[src/rtl/pll_seq_pkg.sv]
// Shared state encoding, field widths and default timing constants for the PLL reset sequencer.
package pll_seq_pkg;

   typedef enum logic [2:0] {
      ST_ARESET    = 3'd0,
      ST_WAIT_LOCK = 3'd1,
      ST_STABLE    = 3'd2,
      ST_RELEASE   = 3'd3,
      ST_RUN       = 3'd4,
      ST_FAIL      = 3'd5
   } state_e;

   localparam int unsigned DEF_NUM_DOMAINS   = 4;
   localparam int unsigned DEF_ARESET_CYCLES = 16;
   localparam int unsigned DEF_LOCK_TIMEOUT  = 1048576;
   localparam int unsigned DEF_LOCK_STABLE   = 1024;
   localparam int unsigned DEF_STAGGER       = 256;
   localparam int unsigned DEF_MAX_RETRY     = 3;

   localparam int unsigned RETRY_W = 2;
   localparam int unsigned LOSS_W  = 8;

   function automatic int unsigned max2(input int unsigned a, input int unsigned b);
      return (a > b) ? a : b;
   endfunction

endpackage

[src/rtl/sync_2ff.sv]
// Two-flop synchronizer bringing an asynchronous level into the clk domain.
module sync_2ff (
   input  logic clk,
   input  logic reset,
   input  logic d,
   output logic q
);

   logic meta_q, meta_d;
   logic sync_q, sync_d;

   always_comb begin
      meta_d = d;
      sync_d = meta_q;
   end

   always_ff @(posedge clk) begin
      if (reset) begin
         meta_q <= 1'b0;
         sync_q <= 1'b0;
      end else begin
         meta_q <= meta_d;
         sync_q <= sync_d;
      end
   end

   assign q = sync_q;

endmodule

[src/rtl/pll_reset_seq.sv]
// PLL bring-up sequencer: pulses PLL reset, waits for a stable lock, then releases
// downstream domain resets one by one; retries on timeout and resequences on lock loss.
module pll_reset_seq
   import pll_seq_pkg::*;
#(
   parameter int unsigned NUM_DOMAINS   = DEF_NUM_DOMAINS,
   parameter int unsigned ARESET_CYCLES = DEF_ARESET_CYCLES,
   parameter int unsigned LOCK_TIMEOUT  = DEF_LOCK_TIMEOUT,
   parameter int unsigned LOCK_STABLE   = DEF_LOCK_STABLE,
   parameter int unsigned STAGGER       = DEF_STAGGER,
   parameter int unsigned MAX_RETRY     = DEF_MAX_RETRY
) (
   input  logic                   clk,
   input  logic                   reset,
   input  logic                   pll_locked,
   input  logic                   soft_rst_req,
   input  logic                   retry_req,
   output logic                   pll_areset,
   output logic [NUM_DOMAINS-1:0] rst_out,
   output logic                   ready,
   output logic                   fail,
   output logic [1:0]             retry_cnt,
   output logic [7:0]             loss_cnt
);

   localparam int unsigned REL_LAST = (NUM_DOMAINS - 1) * STAGGER;
   localparam int unsigned CNT_MAX  = max2(max2(ARESET_CYCLES, LOCK_TIMEOUT),
                                           max2(LOCK_STABLE, REL_LAST + 1));
   localparam int unsigned CNT_W    = $clog2(CNT_MAX + 1);

   state_e                 state_q, state_d;
   logic [CNT_W-1:0]       cnt_q, cnt_d;
   logic                   pll_areset_q, pll_areset_d;
   logic [NUM_DOMAINS-1:0] rst_out_q, rst_out_d;
   logic                   ready_q, ready_d;
   logic                   fail_q, fail_d;
   logic [RETRY_W-1:0]     retry_cnt_q, retry_cnt_d;
   logic [LOSS_W-1:0]      loss_cnt_q, loss_cnt_d;
   logic                   locked_s;
   logic                   enter_c;
   logic                   retry_ok_c;

   sync_2ff u_sync (
      .clk   (clk),
      .reset (reset),
      .d     (pll_locked),
      .q     (locked_s)
   );

   // Next state, shared counter and registered-output values
   always_comb begin
      state_d     = state_q;
      cnt_d       = cnt_q + CNT_W'(1);
      enter_c     = 1'b0;
      retry_cnt_d = retry_cnt_q;
      loss_cnt_d  = loss_cnt_q;
      retry_ok_c  = (retry_cnt_q < RETRY_W'(MAX_RETRY));

      case (state_q)
         ST_ARESET: begin
            if (cnt_q == CNT_W'(ARESET_CYCLES - 1)) begin
               state_d = ST_WAIT_LOCK;
               enter_c = 1'b1;
            end
         end
         ST_WAIT_LOCK: begin
            if (locked_s) begin
               state_d = ST_STABLE;
               enter_c = 1'b1;
            end else if (cnt_q == CNT_W'(LOCK_TIMEOUT - 1)) begin
               enter_c = 1'b1;
               if (retry_ok_c) begin
                  retry_cnt_d = retry_cnt_q + RETRY_W'(1);
                  state_d     = ST_ARESET;
               end else begin
                  state_d = ST_FAIL;
               end
            end
         end
         ST_STABLE: begin
            if (!locked_s) begin
               state_d = ST_WAIT_LOCK;
               enter_c = 1'b1;
            end else if (cnt_q == CNT_W'(LOCK_STABLE - 1)) begin
               state_d = ST_RELEASE;
               enter_c = 1'b1;
            end
         end
         ST_RELEASE: begin
            if (!locked_s) begin
               enter_c = 1'b1;
               if (retry_ok_c) begin
                  retry_cnt_d = retry_cnt_q + RETRY_W'(1);
                  state_d     = ST_ARESET;
               end else begin
                  state_d = ST_FAIL;
               end
            end else if (cnt_q == CNT_W'(REL_LAST)) begin
               state_d = ST_RUN;
               enter_c = 1'b1;
            end
         end
         ST_RUN: begin
            cnt_d = cnt_q;
            if (!locked_s) begin
               state_d = ST_ARESET;
               enter_c = 1'b1;
               if (loss_cnt_q != '1) loss_cnt_d = loss_cnt_q + LOSS_W'(1);
            end
         end
         ST_FAIL: begin
            cnt_d = cnt_q;
            if (retry_req) begin
               retry_cnt_d = '0;
               state_d     = ST_ARESET;
               enter_c     = 1'b1;
            end
         end
         default: begin
            state_d = ST_ARESET;
            enter_c = 1'b1;
         end
      endcase

      // Software restart overrides any lock or timeout event this cycle
      if (soft_rst_req && (state_q != ST_FAIL)) begin
         state_d     = ST_ARESET;
         enter_c     = 1'b1;
         retry_cnt_d = '0;
         loss_cnt_d  = loss_cnt_q;
      end

      if (state_d == ST_RUN) retry_cnt_d = '0;
      if (enter_c)           cnt_d       = '0;

      pll_areset_d = (state_d == ST_ARESET) || (state_d == ST_FAIL);
      fail_d       = (state_d == ST_FAIL);
      ready_d      = (state_d == ST_RUN);
      rst_out_d    = '1;
      if (state_d == ST_RUN) begin
         rst_out_d = '0;
      end else if (state_d == ST_RELEASE) begin
         // Domain i stays in reset until i*STAGGER cycles after RELEASE entry
         for (int unsigned i = 0; i < NUM_DOMAINS; i++) begin
            rst_out_d[i] = (32'(cnt_d) < 32'(i * STAGGER));
         end
      end
   end

   always_ff @(posedge clk) begin
      if (reset) begin
         state_q      <= ST_ARESET;
         cnt_q        <= '0;
         pll_areset_q <= 1'b1;
         rst_out_q    <= '1;
         ready_q      <= 1'b0;
         fail_q       <= 1'b0;
         retry_cnt_q  <= '0;
         loss_cnt_q   <= '0;
      end else begin
         state_q      <= state_d;
         cnt_q        <= cnt_d;
         pll_areset_q <= pll_areset_d;
         rst_out_q    <= rst_out_d;
         ready_q      <= ready_d;
         fail_q       <= fail_d;
         retry_cnt_q  <= retry_cnt_d;
         loss_cnt_q   <= loss_cnt_d;
      end
   end

   assign pll_areset = pll_areset_q;
   assign rst_out    = rst_out_q;
   assign ready      = ready_q;
   assign fail       = fail_q;
   assign retry_cnt  = retry_cnt_q;
   assign loss_cnt   = loss_cnt_q;

endmodule

[config.mk]
export PLATFORM = sky130hd
export DESIGN_NAME = pll_reset_seq
export DESIGN_NICKNAME = d
export VERILOG_FILES = /design/src/rtl/pll_seq_pkg.sv /design/src/rtl/sync_2ff.sv /design/src/rtl/pll_reset_seq.sv
export SDC_FILE = /design/constraint.sdc
export NUM_CORES = 1
export LEC_CHECK = 0
export CORE_AREA = 2 2 67 69
export DETAILED_ROUTE_END_ITERATION = 8
export DIE_AREA = 0 0 69 71
export HOLD_SLACK_MARGIN = 0.1
export PLACE_DENSITY = 0.78
export SYNTH_ARGS = -nofsm -noshare
export SYNTH_HDL_FRONTEND = slang
export SYNTH_SLANG_ARGS = --single-unit
[constraint.sdc]
create_clock -name clk -period 2.75 [get_ports clk]
set_clock_uncertainty 0.15 [all_clocks]
set_input_delay 0.275 -clock clk [delete_from_list [all_inputs] [get_ports clk]]
set_output_delay 0.275 -clock clk [all_outputs]
set_load 0.02 [all_outputs]
; Word-level counts from Yosys, hierarchy flattened
; Cells that the tools add are included.
[op_classes]
add_sub_neg = 3
multipliers = 0
n_div = 0
order_cmp = 4
eq_ne = 18
shifts = 0
mux = 33
bitwise_logic = 2
n_reduce_logical = 9
[op_table]
columns = cell, n
row1 = $eq 21x10->1 const B, 2
row2 = $lt 21x10->1 const B, 2
row3 = $mux 21, 2
row4 = $mux 3, 11
row5 = $add 21x1->21 const B, 1
row6 = $eq 21x20->1 const B, 1
row7 = $eq 21x4->1 const B, 1
row8 = $lt 21x9->1 const B, 1
row9 = $pmux 3 s6, 1
row10 = $eq 3x3->1 const B, 4
row11 = $mux 1, 10
row12 = $mux 2, 5
row13 = $eq 3x2->1 const B, 3
row14 = $add 8x1->8 const B, 1
row15 = $mux 4, 2
row16 = $ne 2x2->1 const B, 4
row17 = $ne 8x8->1 const B, 1
row18 = $logic_not 3->1, 2
row19 = $pmux 1 s6, 1
row20 = $pmux 2 s3, 1
row21 = $reduce_and 5->1, 1
row22 = $reduce_and 4->1, 1
row23 = $eq 3x1->1 const B, 1
row24 = $ne 3x3->1 const B, 1
row25 = other kinds (8), 9
[totals]
reg_bits = 43
latchBits = 0
ram_bits = 0
romBits = 0
word_cells = 79
n_memories = 0

; Longest topological paths before layout
; Gate-level depths: netlist of the first run.
[logic_depth]
word_depth = 9
depth_mapped = 10
mapped_depth_nobuf = 9

; Modules after synthesis
; A second synthesis of the first run with hierarchy kept.
[hier_totals]
cells_unflattened = 276
area_unflattened_um2 = 2338.5
[modules_own_cells]
columns = module, n_inst, cells_per_inst, area_per_inst_um2
row1 = pll_reset_seq, 1, 272, 2285.9
row2 = sync_2ff, 1, 4, 52.6

; Worst setup path before layout of the first run
; Ideal clock, no wire load.
[synth_timing]
path_kind = register -> register
from = reg cnt_q[1]
to = reg rst_out_q[1], in the netlist rst_out[1]
arrival_time_ns = 1.964
t_required_ns = 2.530
path_slack_ns = 0.566
path_stages_with_launch = 10
path_buffers = 1
synth_period_minus_slack_ns = 2.184
cell_sequence = dfxtp_1 -> ha_1 -> inv_1 -> nor2_2 -> buf_2 -> nand3_1 -> a2111oi_2 -> o211ai_1 -> or3_1 -> a21oi_1
[synth_via]
elab_chain_len = 9
elab_cells_between_ends = 30
cone_classes = add/sub (1) / order compare (1) / eq/ne (6) / mux (22)
[synth_lines]
columns = item, line_no
row1 = "start, declared", pll_reset_seq.sv:32  ; logic [CNT_W-1:0] cnt_q, cnt_d;
row2 = "start signal, assigned", pll_reset_seq.sv:162  ; cnt_q <= cnt_d;
row3 = $eq 21x10->1 (tied with other cells), pll_reset_seq.sv:98  ; end else if (cnt_q == CNT_W'(REL_LAST)) begin
row4 = $mux 1 (on tied branches), "pll_reset_seq.sv:98, pll_reset_seq.sv:70, pll_reset_seq.sv:84"
row5 = $mux 1 (on tied branches), "pll_reset_seq.sv:90, pll_reset_seq.sv:67, pll_reset_seq.sv:81"
row6 = $pmux 1 s6, pll_reset_seq.sv:59  ; case (state_q)
row7 = $mux 1, pll_reset_seq.sv:126  ; if (soft_rst_req && (state_q != ST_FAIL)) begin
row8 = $mux 21, pll_reset_seq.sv:134  ; if (enter_c) cnt_d = '0;
row9 = $lt 21x9->1, pll_reset_seq.sv:145  ; rst_out_d[i] = (32'(cnt_d) < 32'(i * STAGGER));
row10 = $mux 4, pll_reset_seq.sv:142  ; end else if (state_d == ST_RELEASE) begin
row11 = $mux 4 (*), pll_reset_seq.sv:140  ; if (state_d == ST_RUN) begin
row12 = "end signal, assigned", pll_reset_seq.sv:164  ; rst_out_q <= rst_out_d;
row13 = "end, declared", pll_reset_seq.sv:34  ; logic [NUM_DOMAINS-1:0] rst_out_q, rst_out_d;
; Mark *: on every way between the ends. The rest lies on a longest branch, timed or not.
; A chain may end at the register's enable or synchronous reset.

; Final worst setup path of the first run
[layout_timing]
from = reg state_q[2]
to = reg rst_out_q[3], in the netlist rst_out[3]
[layout_via]
elab_chain_len = 7
elab_cells_between_ends = 29
cone_classes = order compare (1) / eq/ne (8) / mux (17) / reduce/logical (3)
[layout_lines]
columns = item, line_no
row1 = "start, declared", pll_reset_seq.sv:31  ; state_e state_q, state_d;
row2 = "start signal, assigned", pll_reset_seq.sv:161  ; state_q <= state_d;
row3 = $eq 3x3->1 (tied with other cells), pll_reset_seq.sv:59
row4 = $pmux 1 s6 (tied with other cells), pll_reset_seq.sv:59
row5 = $mux 1 (tied with other cells), pll_reset_seq.sv:126
row6 = $mux 21 / $mux 3 (equally long branches), "pll_reset_seq.sv:134, pll_reset_seq.sv:126"
row7 = $lt 21x10->1 / $eq 3x2->1 (equally long branches), "pll_reset_seq.sv:145, pll_reset_seq.sv:142"
row8 = $mux 4, pll_reset_seq.sv:142
row9 = $mux 4 (*), pll_reset_seq.sv:140
; Marks and branches as above.

==> run_results.csv, run 1 <==
group,metric,value,unit
outcome,status,"complete, no violations",
routing,antenna_left,0,
logic_synthesis,ys_top_cells_by_area,"dfxtp_1, nor2_1, xor2_1",
finish,antenna_cells,0,
routing,wl_met2,2350,µm
timing,hold_viol_final,0,
global_routing,antenna_found_initial,0,
global_routing,gr-usage-all-layers,0.216,
clock_network,cts_tree,"yes",
power_and_ir_drop,leakagePower,0.952,nW
die,die-area,0.00490,mm²
finish,nFillCells,378,
power_and_ir_drop,p_clk_frac,0.350,
timing,slew_headroom,0.678,
clock_network,cts_max_path_buffers,2,
timing,rsz0062_at_grt,"false",
die,io_pins,22,
logic_synthesis,synthCells,281,
clock_network,ctsRootBufferMaster,"clkbuf_8",
die,placementRows,24,
worst_setup_path,cp_top_family,"simple AND/OR/NAND/NOR gates",
placed_design,hpwl,3840,µm
timing,slew_viol_final,0,
power_and_ir_drop,sw_frac_of_total,0.209,
power_and_ir_drop,p_int,811,µW
clock_network,clk_latency,0.29,ns
worst_setup_path,crit_type,"reg -> reg",
worst_setup_path,crit_chain,"nor2b_2, nor3_4, and3_1, a2111oi_1, o211ai_1, or3_1, a21oi_1",
worst_setup_path,crit_path_max_fanout,11,
power_and_ir_drop,seq_power_share,0.613,
global_routing,grt_max_degree,15,
clock_network,htreeDepth,2,
routing,wl_met3,240,µm
finish,multi_input_area,0.00138,mm²
finish,layout-area-overhead-vs-synth,15.4,%
worst_setup_path,cp_slowest_cell,"dfxtp_1",
logic_synthesis,ys_types,49,
finish,layout-drive-gt1-share,0.0987,
die,die_h,71,µm
die,core,0.00420,mm²
global_routing,grt_pass1_vias,1958,
logic_synthesis,syn-mean-instance-area,8.28,µm²
placed_design,io_buffers,21,
worst_setup_path,arrival,2.53,ns
power_and_ir_drop,power.switching,215,µW
timing,min_period_over_period,0.894,
routing,drt-met1-wl,2430,µm
worst_setup_path,cp.required,2.82,ns
logic_synthesis,synthFlopType,"dfxtp_1",
logic_synthesis,synthArstFlopShare,0,
die,die_w,69,µm
logic_synthesis,ys_ff_latch,43,
logic_synthesis,synth.top_cell.area_share,0.370,
timing,worst_slew_pin_slew,0.483,ns
clock_network,path_clk_slew,0.07,ns
logic_synthesis,yosysTopAreaCell,"dfxtp_1",
timing,min_period,2.46,ns
routing,wl_per_cell,14.3,µm
global_routing,gr-total-overflow,0,
placed_design,place_area,0.00260,mm²
timing,setup_tns,0,ns
placed_design,gp_congestion,0.860,
logic_synthesis,syn-num-nets,290,
worst_setup_path,endpoint_kind,"flop",
routing,drt_iter0_markers,100,
routing,postRouteWirelength,5100,µm
timing,clock.fmax,407,MHz
clock_network,numCtsBuffers,5,
finish,seq_area,861,µm²
die,start_util,0.554,
timing,setup_viol,0,
routing,route.detailed.drc,0,
worst_setup_path,worstPathBufferInverterCount,0,
run,cap_violations,0,
power_and_ir_drop,combPwrFrac,0.038,
logic_synthesis,syn-cell-area,0.00233,mm²
logic_synthesis,seq_area_frac_synth,0.370,
clock_network,cts_setup_buffers,0,
logic_synthesis,yosys-top-cells-count,"dfxtp_1, nor2_1, nand2_1, xor2_1",
hold_path,min_path_type,"reg -> reg",
power_and_ir_drop,vdd_drop_max,0.273,mV
routing,viasPerCell,5.84,
power_and_ir_drop,p_per_area,382,mW/mm²
timing,hold_slack,0.307,ns
worst_setup_path,critical_path.max_stage_delay,0.51,ns
finish,nets,314,
logic_synthesis,synth_edf_count,0,
logic_synthesis,yosys_warnings,0,
global_routing,grt_pass1_wl,8670,µm
routing,firstDrtPassIters,4,
routing,vias,2078,
clock_network,clock_sinks,43,
routing,top_layer,"met4",
finish,final_area,0.00269,mm²
worst_setup_path,cp-start-kind,"flop",
## kinds of logic after synthesis
group / synth area share
multiplexers: 0.0129
buffers and inverters: 0.0419
AND/OR/NAND/NOR: 0.337
XOR/XNOR: 0.105
flip-flops: 0.370
adder cells (fa/ha/maj): 0.0215
AO/OA/AOI/OAI: 0.111
## state kept, by name, summed over array words and instances, names as in the netlist
register	cells
cnt_q	21
rst_out	4
ready	1
fail	1
pll_areset	1
u_sync.q	1
state_q	3
loss_cnt	8
retry_cnt	2
u_sync.meta_q	1
## per-stage QoR
stage | worst slack, ns | instances | util | power (mW)
floorplan | 0.566 | 281 | - | 0.663
global placement | 0.258 | 350 | 0.619 | 0.680
detailed placement | 0.181 | 350 | 0.619 | 0.681
CTS | 0.152 | 356 | 0.636 | 1.03
global route | 0.0811 | 356 | 0.639 | 1.06
finish | 0.291 | 356 | 0.639 | 1.03
## worst paths after layout
path                       from    endpoint  slack (ns)  cells after the start
setup / recovery     state_q[2]  rst_out[3]        0.29                      7
hold / removal    u_sync.meta_q    u_sync.q        0.31                      1
setup reg to reg     state_q[2]  rst_out[3]        0.29                      7
hold reg to reg   u_sync.meta_q    u_sync.q        0.31                      1
## placed cells by master (no fill, tap or decap), types with 5 or more instances in the layout
cell / n
and3_1: 5
o21ai_0: 9
inv_1: 8
nand2_1: 23
xor2_1: 17
buf_4: 9
a21oi_1: 11
nor2_1: 43
clkbuf_8: 5
nand4b_1: 5
dfxtp_1: 43
xnor2_1: 11
nor3_1: 6
nand3_1: 15
clkdlybuf4s50_1: 21
nand4_1: 15
## power by group through the flow
stage	Sequential, mW	Clock [mW]	Combinational [mW]
finish	0.628	0.359	0.0386
global route	0.628	0.386	0.0426
CTS	0.628	0.369	0.0384
detailed placement	0.642	0	0.0382
global placement	0.642	0	0.0378
floorplan	0.641	0	0.0226
## layer usage
metal / up-vias / GRT usage
met5: - / 0
met4: 0 / 0.0980
met3: 9 / 0.0413
met2: 55 / 0.354
met1: 969 / 0.277
li1: 1045 / -
## timing repair
item	4_1_cts	5_1_grt
endpoints found under the setup margin	0	3
hold endpoints to repair	0	0
resized for setup	0	2
hold buffers	0	0
## area by class of cell
class                      count  share of cell area
clock buffer                   6              0.0270
sequential                    43               0.320
tap                           52              0.0242
multi-input combinational    217               0.514
inverter                       8              0.0112
timing repair buffer          30               0.103
Power figures use the tool's default switching activity.
==> run 2, diff against run 1 <==
--- a/config.mk
+++ b/config.mk
@@ -5,6 +5,7 @@
 export SDC_FILE = /design/constraint.sdc
 export NUM_CORES = 1
 export LEC_CHECK = 0
+export ABC_CLOCK_PERIOD_IN_PS = 2750
 export CORE_AREA = 2 2 67 69
 export DETAILED_ROUTE_END_ITERATION = 8
 export DIE_AREA = 0 0 69 71
==> results of run 2 <==
No change in the layout: final DEF, timing and power equal those of run 1.
==> run 3, diff against run 2 <==
--- a/config.mk
+++ b/config.mk
@@ -6,11 +6,13 @@
 export NUM_CORES = 1
 export LEC_CHECK = 0
 export ABC_CLOCK_PERIOD_IN_PS = 2750
-export CORE_AREA = 2 2 67 69
+export CORE_AREA = 2 2 68 70
+export CTS_CLUSTER_DIAMETER = 80
 export DETAILED_ROUTE_END_ITERATION = 8
-export DIE_AREA = 0 0 69 71
+export DIE_AREA = 0 0 70 72
 export HOLD_SLACK_MARGIN = 0.1
-export PLACE_DENSITY = 0.78
+export PLACE_DENSITY = 0.76
 export SYNTH_ARGS = -nofsm -noshare
 export SYNTH_HDL_FRONTEND = slang
+export SYNTH_HIERARCHICAL = 1
 export SYNTH_SLANG_ARGS = --single-unit
==> run_results.csv, run 3 <==
group,metric,value,unit
timing,setup_tns,0,ns
die,die_h,72,µm
logic_synthesis,synth_edf_count,0,
logic_synthesis,synth.top_cell.area_share,0.368,
clock_network,cts_resized,0,
routing,postRouteWirelength,4760,µm
timing,finalWorstSetupSlack,0.300,ns
power_and_ir_drop,vdd_drop_max,0.269,mV
die,io_pins,22,
logic_synthesis,yosysTopAreaCell,"dfxtp_1",
power_and_ir_drop,p_int,904,µW
logic_synthesis,syn-mean-instance-area,8.47,µm²
logic_synthesis,syn-num-nets,285,
finish,layout-drive-gt1-share,0.100,
finish,final_common_cell,"nor2_1",
finish,nets,308,
global_routing,grt_max_degree,22,
finish,nFillCells,367,
power_and_ir_drop,combPwrFrac,0.031,
logic_synthesis,syn-cell-area,0.00234,mm²
power_and_ir_drop,p_per_area,423,mW/mm²
clock_network,cts_setup_buffers,0,
timing,slew_viol_final,0,
power_and_ir_drop,seq_power_share,0.548,
worst_setup_path,worstPathBufferInverterCount,0,
finish,final_cell_mix,"nor2_1, dfxtp_1, nand2_1, clkdlybuf4s50_1, xor2_1",
placed_design,dp.cells,344,
logic_synthesis,ys_ff_latch,43,
timing,clock.fmax,408,MHz
finish,largest_reg_flops,21,
timing,rsz0062_at_grt,"false",
timing,hold_viol_final,0,
worst_setup_path,arrival,2.49,ns
clock_network,clock_sinks,43,
placed_design,gp_congestion,0.926,
hold_path,min_path_type,"reg -> reg",
logic_synthesis,yosys_warnings,6,
finish,fin_cells,351,
finish,antenna_cells,0,
die,die_w,70,µm
routing,vias,1996,
routing,antenna_left,0,
routing,firstDrtPassIters,4,
logic_synthesis,ys_top_cells_by_area,"dfxtp_1, nor2_1, xor2_1",
worst_setup_path,cp-start-kind,"flop",
worst_setup_path,cp_top_family,"simple AND/OR/NAND/NOR gates",
timing,worst_slew_pin_slew,0.545,ns
routing,drt_iter0_markers,188,
clock_network,holdBufCountCts,0,
logic_synthesis,seq_area_frac_synth,0.368,
worst_setup_path,crit_chain,"nand4_1, nor3_2, and4_1, nor4_1, a211oi_4, nor3b_4, o21bai_1",
power_and_ir_drop,leakagePower,0.967,nW
power_and_ir_drop,sw_frac_of_total,0.212,
timing,hold_slack,0.300,ns
global_routing,grt_pass1_wl,8120,µm
global_routing,antenna_found_initial,0,
clock_network,path_clk_slew,0.09,ns
clock_network,numCtsBuffers,5,
clock_network,cts_tree,"yes",
outcome,status,"complete, no violations",
placed_design,io_buffers,21,
placed_design,hpwl,3340,µm
global_routing,gr-usage-all-layers,0.196,
clock_network,htreeDepth,2,
finish,layout-area-overhead-vs-synth,15.9,%
timing,min_period,2.45,ns
clock_network,clk_latency,0.30,ns
logic_synthesis,ys_types,54,
worst_setup_path,cp_slowest_cell,"dfxtp_1",
logic_synthesis,yosys-top-cells-count,"nor2_1, dfxtp_1, nand2_1, xor2_1, nand3_1",
logic_synthesis,synthArstFlopShare,0,
logic_synthesis,synthCells,276,
worst_setup_path,endpoint_kind,"flop",
die,die-area,0.00504,mm²
die,placementRows,24,
global_routing,grt_pass1_vias,1774,
worst_setup_path,crit_type,"reg -> reg",
worst_setup_path,cp.required,2.79,ns
clock_network,cts_max_path_buffers,2,
worst_setup_path,crit_path_max_fanout,8,
timing,min_period_over_period,0.891,
placed_design,dp_slack,0.338,ns
routing,viasPerCell,5.69,
finish,top_register,"cnt_q",
power_and_ir_drop,p_clk_frac,0.422,
finish,seq_area,861,µm²
logic_synthesis,synth.most_common_cell,"nor2_1",
die,start_util,0.548,
routing,wl_per_cell,13.6,µm
timing,setup_viol,0,
worst_setup_path,r2r_slack,0.30,ns
power_and_ir_drop,power.switching,243,µW
timing,slew_headroom,0.633,
power_and_ir_drop,power,1.15,mW
clock_network,ctsRootBufferMaster,"clkbuf_8",
worst_setup_path,critical_path.max_stage_delay,0.47,ns
logic_synthesis,synthFlopType,"dfxtp_1",
finish,multi_input_area,0.00139,mm²
run,cap_violations,0,
die,core,0.00426,mm²
routing,route.detailed.drc,0,
global_routing,gr-total-overflow,0,
## run 3: cell count changes after synthesis, sizes merged, moves of 3 or more
| cell | change |
|---|---|
| a21oi | -3 |
| and3 | -4 |
| nand2 | +3 |
| nand2b | +4 |
| nand3 | -3 |
| nand3b | +3 |
| nand4 | -7 |
| nand4b | -4 |
| nor2 | +4 |
| o21a | +3 |
| xnor2 | -5 |
| xor2 | +3 |
## run 3: final timing paths
path,start,end,depth (start not counted)
worst min register to register,u_sync/meta_q,u_sync/q,1
worst max register to register,cnt_q[10],rst_out[0],7
worst max-delay path,cnt_q[10],rst_out[0],7
worst min-delay path,u_sync/meta_q,u_sync/q,1
## run 3: final cells by class
type                       count  share of cell area
clock buffer                   5              0.0254
clock inverter                 2              0.0139
inverter                       6             0.00831
multi-input combinational    215               0.514
sequential                    43               0.318
tap                           52              0.0240
timing repair buffer          28              0.0970
## run 3: per-layer routing
layer / wire length (µm) / track usage / up-vias
li1: - / - / 1004
met3: 182 / 0.0417 / 6
met2: 2050 / 0.302 / 39
met5: 0 / 0 / -
met4: 54 / 0.0534 / 0
met1: 2470 / 0.282 / 947
## run 3: power by group through the flow
stage | logic [mW] | registers, mW | clock network [mW]
detailed placement | 0.0346 | 0.643 | 0
global placement | 0.0348 | 0.643 | 0
CTS | 0.0347 | 0.628 | 0.493
floorplan | 0.0231 | 0.641 | 0
finish | 0.0350 | 0.628 | 0.483
global route | 0.0390 | 0.629 | 0.517
## run 3: worst reg2reg max path, delay by kind of cell, from the launching register on
family / cells / cell delay [ns]
and+or+nand+nor: 5 / 1.27
DFF: 1 / 0.47
AOI/OAI and AO/OA: 2 / 0.46
## run 3: cells by family (layout without fill, tap and decap cells)
| family | Yosys count | count (layout) | share of synthesized area |
|---|---|---|---|
| compound gates | 38 | 38 | 0.128 |
| simple gates | 143 | 143 | 0.332 |
| fa+ha+maj | 4 | 4 | 0.0214 |
| xor+xnor | 26 | 26 | 0.0974 |
| flops | 43 | 43 | 0.368 |
| buf+inv | 18 | 41 | 0.0364 |
| mux | 4 | 4 | 0.0171 |
## run 3: per-stage QoR
stage / cell area, µm² / utilization
after global placement: 2600 / 0.611
after global routing: 2710 / 0.636
final: 2710 / 0.636
after floorplan: 2340 / -
after CTS: 2710 / 0.636
after detailed placement: 2600 / 0.611
